$ cat src/rtl/adc_sample_gen_if.sv
// Sample stream bundle: data, channel tag and frame marker with valid/ready.
// The master holds tdata/tuser/tlast stable while tvalid is high and tready is low.
interface adc_sample_gen_if #(
  parameter int DATA_W = 16,
  parameter int CH_W   = 2
);
  logic [DATA_W-1:0] tdata;
  logic [CH_W-1:0]   tuser;
  logic              tlast;
  logic              tvalid;
  logic              tready;

  modport master (output tdata, tuser, tlast, tvalid, input tready);
  modport slave  (input tdata, tuser, tlast, tvalid, output tready);
endinterface

$ cat src/rtl/adc_sample_gen.sv
// Synthetic round-robin ADC source: one sample per DIV clocks, visible 1 cycle after the tick.
// Backpressure never stalls generation; a tick that meets a held sample is dropped and counted.
module adc_sample_gen #(
  parameter int          DATA_W    = 16,
  parameter int          NUM_CH    = 4,
  parameter int          DIV       = 100,
  parameter logic [31:0] LFSR_SEED = 32'h1
) (
  input  logic                aclk,
  input  logic                rst_n,
  input  logic                enable,
  input  logic [1:0]          mode,
  input  logic [DATA_W-1:0]   const_val,
  input  logic [DATA_W-1:0]   step,
  adc_sample_gen_if.master    m,
  output logic [15:0]         overrun_cnt,
  output logic [15:0]         frame_cnt
);
  localparam int          CH_W     = (NUM_CH > 1) ? $clog2(NUM_CH) : 1;
  localparam int          DIV_W    = $clog2(DIV);
  localparam logic [DIV_W-1:0] DIV_LAST = DIV_W'(DIV - 1);
  localparam logic [CH_W-1:0]  CH_LAST  = CH_W'(NUM_CH - 1);
  localparam logic [31:0] SEED     = (LFSR_SEED == 32'h0) ? 32'h1 : LFSR_SEED;
  localparam logic [31:0] TAPS     = 32'h8020_0003;

  logic [DIV_W-1:0]  div_cnt_q, div_cnt_d;
  logic [CH_W-1:0]   ch_q, ch_d;
  logic [DATA_W-1:0] ramp_q, ramp_d;
  logic [31:0]       lfsr_q, lfsr_d;
  logic              sq_phase_q, sq_phase_d;
  logic [DATA_W-1:0] tdata_q, tdata_d;
  logic [CH_W-1:0]   tuser_q, tuser_d;
  logic              tlast_q, tlast_d;
  logic              tvalid_q, tvalid_d;
  logic [15:0]       overrun_q, overrun_d;
  logic [15:0]       frame_q, frame_d;

  logic              tick;
  logic              frame_end;
  logic [DATA_W-1:0] sample;

  always_comb begin
    div_cnt_d  = div_cnt_q;
    ch_d       = ch_q;
    ramp_d     = ramp_q;
    lfsr_d     = lfsr_q;
    sq_phase_d = sq_phase_q;
    tdata_d    = tdata_q;
    tuser_d    = tuser_q;
    tlast_d    = tlast_q;
    tvalid_d   = tvalid_q;
    overrun_d  = overrun_q;
    frame_d    = frame_q;

    tick      = enable && (div_cnt_q == DIV_LAST);
    frame_end = tick && (ch_q == CH_LAST);

    case (mode)
      2'd0:    sample = ramp_q;
      2'd1:    sample = const_val;
      2'd2:    sample = lfsr_q[DATA_W-1:0];
      default: sample = sq_phase_q ? (~const_val + DATA_W'(1)) : const_val;
    endcase

    if (!enable) begin
      div_cnt_d = '0;
      ch_d      = '0;
    end else begin
      div_cnt_d = (div_cnt_q == DIV_LAST) ? '0 : div_cnt_q + DIV_W'(1);
    end

    if (tick) begin
      ch_d = (ch_q == CH_LAST) ? '0 : ch_q + CH_W'(1);
      if (mode == 2'd2)
        lfsr_d = {1'b0, lfsr_q[31:1]} ^ (lfsr_q[0] ? TAPS : 32'h0);
      // Generated time is real time: a blocked slot is lost, the held sample stays.
      if (tvalid_q && !m.tready) begin
        overrun_d = (overrun_q == 16'hFFFF) ? overrun_q : overrun_q + 16'd1;
      end else begin
        tvalid_d = 1'b1;
        tdata_d  = sample;
        tuser_d  = ch_q;
        tlast_d  = (ch_q == CH_LAST);
      end
    end else if (tvalid_q && m.tready) begin
      tvalid_d = 1'b0;
    end

    if (frame_end) begin
      frame_d = frame_q + 16'd1;
      if (mode == 2'd0)
        ramp_d = ramp_q + step;
      if (mode == 2'd3)
        sq_phase_d = !sq_phase_q;
    end
  end

  always_ff @(posedge aclk) begin
    if (!rst_n) begin
      div_cnt_q  <= '0;
      ch_q       <= '0;
      ramp_q     <= '0;
      lfsr_q     <= SEED;
      sq_phase_q <= 1'b0;
      tdata_q    <= '0;
      tuser_q    <= '0;
      tlast_q    <= 1'b0;
      tvalid_q   <= 1'b0;
      overrun_q  <= '0;
      frame_q    <= '0;
    end else begin
      div_cnt_q  <= div_cnt_d;
      ch_q       <= ch_d;
      ramp_q     <= ramp_d;
      lfsr_q     <= lfsr_d;
      sq_phase_q <= sq_phase_d;
      tdata_q    <= tdata_d;
      tuser_q    <= tuser_d;
      tlast_q    <= tlast_d;
      tvalid_q   <= tvalid_d;
      overrun_q  <= overrun_d;
      frame_q    <= frame_d;
    end
  end

  assign m.tdata     = tdata_q;
  assign m.tuser     = tuser_q;
  assign m.tlast     = tlast_q;
  assign m.tvalid    = tvalid_q;
  assign overrun_cnt = overrun_q;
  assign frame_cnt   = frame_q;
endmodule

$ cat src/flat_wrapper.sv
// flat-port wrapper written by rule: the top's interface ports become plain ports
module adc_sample_gen_flat 
#(
  parameter int          DATA_W    = 16,
  parameter int          NUM_CH    = 4,
  parameter int          DIV       = 100,
  parameter logic [31:0] LFSR_SEED = 32'h1
)
  (aclk, rst_n, enable, mode, const_val, step, overrun_cnt, frame_cnt, m_tdata, m_tuser, m_tlast, m_tvalid, m_tready);
  adc_sample_gen_if #(.DATA_W(DATA_W)) m_i ();
  input  logic aclk;
  input  logic rst_n;
  input  logic enable;
  input  logic [1:0] mode;
  input  logic [DATA_W-1:0] const_val;
  input  logic [DATA_W-1:0] step;
  output logic [15:0] overrun_cnt;
  output logic [15:0] frame_cnt;
  output wire logic [$bits(m_i.tdata)-1:0] m_tdata;
  output wire logic [$bits(m_i.tuser)-1:0] m_tuser;
  output wire logic [$bits(m_i.tlast)-1:0] m_tlast;
  output wire logic [$bits(m_i.tvalid)-1:0] m_tvalid;
  input wire logic [$bits(m_i.tready)-1:0] m_tready;
  assign m_tdata = m_i.tdata;
  assign m_tuser = m_i.tuser;
  assign m_tlast = m_i.tlast;
  assign m_tvalid = m_i.tvalid;
  assign m_i.tready = m_tready;
  adc_sample_gen #(.DATA_W(DATA_W), .NUM_CH(NUM_CH), .DIV(DIV), .LFSR_SEED(LFSR_SEED)) u_core (.aclk(aclk), .rst_n(rst_n), .enable(enable), .mode(mode), .const_val(const_val), .step(step), .m(m_i), .overrun_cnt(overrun_cnt), .frame_cnt(frame_cnt));
endmodule
$ cat config.mk
export PLATFORM = sky130hd
export DESIGN_NAME = adc_sample_gen_flat
export DESIGN_NICKNAME = d
export VERILOG_FILES = /design/src/rtl/adc_sample_gen_if.sv /design/src/rtl/adc_sample_gen.sv /design/src/flat_wrapper.sv
export SDC_FILE = /design/constraint.sdc
export NUM_CORES = 1
export LEC_CHECK = 0
export ABC_AREA = 1
export CELL_PAD_IN_SITES_DETAIL_PLACEMENT = 1
export CELL_PAD_IN_SITES_GLOBAL_PLACEMENT = 2
export CORE_MARGIN = 4
export CORE_UTILIZATION = 32
export DETAILED_ROUTE_END_ITERATION = 10
export PLACE_DENSITY = 0.83
export SETUP_SLACK_MARGIN = 0.3
export SLEW_MARGIN = 20
export SYNTH_ARGS = -nofsm -noshare
export SYNTH_HDL_FRONTEND = slang
export SYNTH_SLANG_ARGS = --single-unit
export TNS_END_PERCENT = 50
$ cat constraint.sdc
create_clock -name aclk -period 4.45 [get_ports aclk]
set_input_delay 0.89 -clock aclk [delete_from_list [all_inputs] [get_ports aclk]]
set_output_delay 0.89 -clock aclk [all_outputs]
set_load 0.02 [all_outputs]
==> run summary, run 1 <==
Htree depth: 3
Post-synth top area cell: dfxtp_1
1st-pass router iterations: 4
Post-CTS Setup Inserts: 0
Largest net degree at the start of global routing: 53
Clk_lat worst skew: 0.35 ns
Slew Limit Fails: 0
Sink Count: 110
Post-synth EDFFs: 0
First-pass GRT wire length: 31400 µm
Num CTS Buffers: 9
P&R area growth vs syn: 20.76%
Syn_nets: 1000
Final hold violation count: 0
Clock transition at path regs: 0.07 ns
Die Wd: 148.2 µm
Num ports: 90
Crit share post-route: 58.45%
RSZ-0062 raised after global routing: no
Crit path max fanout: 24
Overall Global Routing Usage: 17.45%
Drt drc: 0
Yosys warns: 0
Netlist Area Pre-Place: 0.006286 mm²
Initial antenna violation count: 0
Combined area of the multi-input logic cells: 0.003510 mm²
Synth cell types: 43
Final min period: 2.601 ns
GR Overflow Total: 0
CP required: 4.73 ns
Vias: 6129
Clock Path Buffers: 2
Post-DP Area: 0.007348 mm²
Die area: 0.02195 mm²
Worst VDD drop: 171.1 µV
Power per Cell Area: 243.3 mW/mm²
TritonCTS clock tree: built
Worst setup SP type: primary input
Kind of critical path: in2reg
Post-cts resize count: 0
Setup Viol. Count Final: 0
Drt wl/cell: 14.86 µm
Final setup TNS: 0 ns
DRT Wirelength: 18940 µm
Via density: 4.807
Port buffer count: 89
Worst slew margin: 55.25%
Worst-Margin Slew: 0.6661 ns
Die span in y: 148.2 µm
Nets: 1073
Max Fclk: 384.5 MHz
Cell area after layout: 0.007591 mm²
Seq/Total Area, Yosys: 35.03%
Yosys reg bits: 110
Starting Density: 33.05%
Area contributors post-synth: dfxtp_1 35%, nand2_1 15%, a21oi_1 7.6%
Setup Skew: 0.008036 ns
Share of the synthesized area in the top cell type: 35.03%
Status: complete, no violations
Commonest cells post-synth: 248 x nand2_1, 112 x nor2_1, 110 x dfxtp_1
Synthesized area per cell: 6.680 µm²
Core area: 0.01902 mm²
CTS root buffer: clkbuf_16
GP Congestion: 0.7863
Row count: 50
Crit path DAT: 2.88 ns
Hold buffer count at cts: 0
Hpwl dp: 14240 µm
Vias in the first global route: 6190
Setup crit end kind: register
MaxCap Viol Count: 0
Cells after Synth: 941
DRT iter0 DRCs: 180
Layout cells sized above 1: 4.335%
Post-DRT Antenna Nets: 0
FF/Latch Area: 0.002202 mm²
Filler instances: 2450
Hold/Removal Path Class: reg2reg
Ant diodes: 0
Leakage: 3.016 nW
Most common cell in the synthesized netlist: nand2_1
Synth Flop Type: dfxtp_1
Async set or reset register ratio after synthesis: 0%
## registers in the layout (all words and copies together), names as in the netlist
name,cells
u_core.lfsr_q,32
u_core.frame_cnt,16
u_core.m.tdata,16
u_core.overrun_cnt,16
u_core.ramp_q,16
u_core.div_cnt_q,7
u_core.ch_q,2
u_core.m.tuser,2
u_core.m.tlast,1
u_core.m.tvalid,1
u_core.sq_phase_q,1
## through the flow
step	std cells	total power [mW]	hold slack, ns	setup WS, ns	util [%]
final	1275	1.847	0.4705	1.849	39.91
after global routing	1275	1.933	0.5062	1.635	39.91
after CTS	1275	1.880	0.4737	1.816	39.91
after detailed placement	1263	1.139	0.4632	1.447	38.64
after global placement	1263	1.138	0.4507	1.516	38.64
after floorplan	941	1.075	0.4298	2.225	-
## logic make-up (layout without fill, tap and decap cells)
group	count (synthesis)	in the layout	synth area share (%)
simple gates	455	455	30.81
flops	110	110	35.03
fa+ha+maj	21	21	4.299
compound gates	184	184	15.84
buf+inv	136	210	9.136
xor+xnor	35	35	4.877
## where the power goes
group | switching [mW] | internal [mW]
sequential | 0.000887 | 0.984
clock | 0.363 | 0.369
combinational | 0.0771 | 0.0524
total | 0.442 | 1.41
## worst max-delay path, stage by stage
cell	delay (ns)
clkdlybuf4s50_1	0.54
nand3_4	0.19
nor2_4	0.46
inv_1	0.41
nor2_1	0.19
nand2_1	0.07
a21oi_1	0.12
## placed cells by master, fill, tap and decap left out, types with 2 or more instances in the layout
master / netlist / routed
ha_1: 20 / 20
o21ai_0: 58 / 58
xnor2_1: 12 / 12
inv_2: 4 / 4
o22ai_1: 2 / 2
or2_2: 3 / 3
o221ai_1: 7 / 7
o21ai_1: 4 / 4
o2111ai_1: 2 / 2
nor2_4: 4 / 4
dfxtp_1: 110 / 110
nor2_2: 2 / 2
nand3b_1: 2 / 2
nor3_1: 14 / 14
a21oi_2: 4 / 4
o211ai_1: 2 / 2
clkdlybuf4s50_1: 0 / 88
a21oi_1: 96 / 96
buf_4: 1 / 3
nor2_1: 112 / 112
a211oi_1: 2 / 2
nand2_2: 6 / 6
nand3_1: 54 / 54
xor2_1: 23 / 23
nand2_1: 248 / 248
clkbuf_16: 0 / 9
clkinv_1: 2 / 2
inv_1: 99 / 99
nand4_1: 5 / 5
a31oi_1: 3 / 3
## path summary, 6_finish.rpt
path,start,end,slack [ns],cells after the start
min reg2reg,u_core.lfsr_q[31]$_SDFFE_PN0P_,u_core.lfsr_q[31]$_SDFFE_PN0P_,0.47,2
min,u_core.lfsr_q[31]$_SDFFE_PN0P_,u_core.lfsr_q[31]$_SDFFE_PN0P_,0.47,2
max reg2reg,u_core.div_cnt_q[0]$_SDFF_PP0_,u_core.m.tdata[8]$_SDFFE_PN0P_,2.17,9
max,enable,u_core.m.tdata[8]$_SDFFE_PN0P_,1.85,7
## area by class of cell
type                    count  area share [%]
clock buffers              10           3.016
clock inverters             2          0.1813
inverters                 106           5.307
multi-input cells         695           46.23
flip-flops and latches    110           29.01
well taps                 260           4.285
repair buffers             92           11.97
## routing by layer
layer,part of all wire [%],vias to the layer above,GRT usage [%],wire length (µm)
li1,-,3174,-,-
met1,49,2854,23.17,9314
met5,0,-,0,0
met2,47,92,30.14,8831
met3,3.5,9,3.199,660
met4,0.73,0,2.864,138
No activity file was read; power rests on OpenSTA's default activity.
==> run 2, diff against run 1 <==
--- a/config.mk
+++ b/config.mk
@@ -9,9 +9,9 @@
 export CELL_PAD_IN_SITES_DETAIL_PLACEMENT = 1
 export CELL_PAD_IN_SITES_GLOBAL_PLACEMENT = 2
 export CORE_MARGIN = 4
-export CORE_UTILIZATION = 32
+export CORE_UTILIZATION = 30
 export DETAILED_ROUTE_END_ITERATION = 10
-export PLACE_DENSITY = 0.83
+export PLACE_DENSITY = 0.78
 export SETUP_SLACK_MARGIN = 0.3
 export SLEW_MARGIN = 20
 export SYNTH_ARGS = -nofsm -noshare
==> constraint.sdc (replaced) <==
create_clock -name aclk -period 2.7 [get_ports aclk]
set_input_delay 0.54 -clock aclk [delete_from_list [all_inputs] [get_ports aclk]]
set_output_delay 0.54 -clock aclk [all_outputs]
set_load 0.02 [all_outputs]
==> run 2 against run 1 <==
  * Sequential share of layout area fell by 0.47 points
  * Die area rose by 6.3%
  * Critical endpoint is now u_core.ramp_q[10]$_SDFFE_PN0P_
  * Combinational power rose by 68%
  * Global-route usage fell by 0.93 points
  * Via count rose by 0.11%
  * Flip-flop and latch count did not move
  * Highest routed layer unchanged
  * Clock-buffer cell count rose by 2
  * Sequential power rose by 64%
  * Clock skew rose by 0.0030 ns
  * Design area rose by 1.6%
==> run summary, run 2 (synthesized netlist as in run 1, its figures left out) <==
Hold/Removal Path Class: reg2reg
Worst-Margin Slew: 0.5883 ns (-0.07782 ns)
Worst slew margin: 60.74% (+5.5 points)
Final WS setup: 0.6133 ns (-1.236 ns)
Logic pwr share: 7.0% (about the same)
Layout cells sized above 1: 5.447% (+1.1 points)
Vias in the first global route: 6167 (-0.37%)
Crit path max fanout: 4 (-83%)
CTS root buffer: clkbuf_16
Htree depth: 3 (unchanged)
Max Fclk: 479.2 MHz
Worst setup path start: step[0]
MaxCap Viol Count: 0 (unchanged)
Most flops, register: u_core.lfsr_q
Die Wd: 152.8 µm (+3.1%)
Setup Viol. Count Final: 0 (unchanged)
Psw: 745.0 µW (+69%)
Vias: 6136 (+0.11%)
Die span in y: 152.8 µm (+3.1%)
Power per Cell Area: 402.6 mW/mm² (+65%)
Sink Count: 110 (unchanged)
Setup Skew: 0.01102 ns (+0.002988 ns)
Drt wl/cell: 14.91 µm (+0.34%)
Net Sw Frac: 23.98% (+0.073 points)
RSZ-0062 raised after global routing: no
Nets: 1083 (+0.93%)
Starting Density: 30.77% (-2.3 points)
Commonest non-fill, non-tap cell in the layout: nand2_1
Num ports: 90 (unchanged)
Power share of the clock group: 40.7% (+1.1 points)
Via density: 4.727 (-1.7%)
GP Congestion: 0.7967 (+1.3%)
TritonCTS clock tree: built
DRT Wirelength: 19350 µm (+2.1%)
Worst VDD drop: 295.5 µV (+73%)
Overall Global Routing Usage: 16.52% (-0.93 points)
Leading cell types in the layout, fill and taps excluded: 248 x nand2_1, 112 x nor2_1, 110 x dfxtp_1
CP required: 2.96 ns (-1.77 ns)
Row count: 52 (+4.0%)
Clk_lat worst skew: 0.36 ns (about the same)
Port buffer count: 89 (unchanged)
Sequential power share: 52.3% (-1.0 points)
Clock Path Buffers: 2 (unchanged)
Kind of critical path: in2reg
Pint: 2.362 mW (+68%)
Hold buffer count at cts: 0 (unchanged)
HP Start: u_core.lfsr_q[31]$_SDFFE_PN0P_
Hpwl dp: 14910 µm (+4.7%)
Final hold violation count: 0 (unchanged)
Worst r2r src: u_core.div_cnt_q[0]$_SDFF_PP0_
Status: complete, no violations
Slew Limit Fails: 0 (unchanged)
Post-cts resize count: 0 (unchanged)
Final min period: 2.087 ns
Largest register FFs: 32 (unchanged)
Drt drc: 0 (unchanged)
Initial antenna violation count: 0 (unchanged)
Crit share post-route: 77.29%
First-pass GRT wire length: 31840 µm (+1.4%)
Die area: 0.02333 mm² (+6.3%)
Num CTS Buffers: 9 (unchanged)
Post-CTS Setup Inserts: 0 (unchanged)
Worst setup SP type: primary input
Setup crit end kind: register
Final setup TNS: 0 ns (unchanged)
Core area: 0.02043 mm² (+7.4%)
Ant diodes: 0 (unchanged)
P&R area growth vs syn: 22.75%
Clock transition at path regs: 0.07 ns (about the same)
Crit path DAT: 2.35 ns (-0.53 ns)
DRT iter0 DRCs: 233 (+29%)
Largest net degree at the start of global routing: 45 (-15%)
1st-pass router iterations: 4 (unchanged)
GR Overflow Total: 0 (unchanged)
Leakage: 3.079 nW (+2.1%)
Worst slack at placement: 0.2012 ns (-1.246 ns)
Post-DRT Antenna Nets: 0 (unchanged)
-- run 2: changes by cell type in the layout (fill, tap and decap cells not counted) --
cell	change
buf_4	+9
buf_12	+1
clkbuf_1	+1
clkbuf_8	+1
clkinvlp_4	+1
-- run 2: metrics by stage --
step	total power [mW]	instance area, µm²	hold slack [ns]	cells	util, %
CTS	3.165	7716	0.4689	1298	37.77
global route	3.251	7716	0.4918	1298	37.77
finish	3.107	7716	0.4668	1298	37.77
detailed placement	1.882	7448	0.4557	1283	36.46
global placement	1.882	7448	0.4429	1283	36.46
floorplan	1.772	6286	0.4298	941	-
-- run 2: final timing paths --
check | endpoint | slack, ns | cells after the start
setup reg to reg | u_core.ramp_q[12]$_SDFFE_PN0P_ | 0.66 | 11
hold reg to reg | u_core.lfsr_q[31]$_SDFFE_PN0P_ | 0.47 | 2
hold / removal | u_core.lfsr_q[31]$_SDFFE_PN0P_ | 0.47 | 2
setup / recovery | u_core.ramp_q[10]$_SDFFE_PN0P_ | 0.61 | 13
-- run 2: power groups by stage --
| stage | Clock [mW] | Sequential (mW) | Combinational [mW] |
|---|---|---|---|
| detailed placement | 0 | 1.66 | 0.221 |
| global placement | 0 | 1.66 | 0.221 |
| finish | 1.26 | 1.62 | 0.218 |
| CTS | 1.32 | 1.62 | 0.222 |
| floorplan | 0 | 1.66 | 0.111 |
| global route | 1.38 | 1.62 | 0.245 |
-- run 2: critical path, cell delays in order --
cell and delay, ns:
clkdlybuf4s50_1 0.41, ha_1 0.22, fa_1 0.41, nand3_1 0.10, nand2_1 0.12, nand2_1 0.08, nand2_1 0.09, nand2_1 0.10
nand2_1 0.05, nand2_1 0.05, nand3_1 0.06, nand2_1 0.08, inv_1 0.04
-- run 2: cell type report --
class	count	area [µm²]
clock inverter	3	21.27
inverter	106	402.9
tap	270	337.8
fill	2652	12710
clock buffer	12	246.5
sequential	110	2202
timing repair buffer	102	996.0
multi-input combinational	695	3510
-- run 2: layer usage --
layer  part of all wire (%)  track usage [%]
met1                     49            22.42
met2                     46            27.59
met3                    3.0            2.954
met4                    1.1            3.521
met5                      0                0
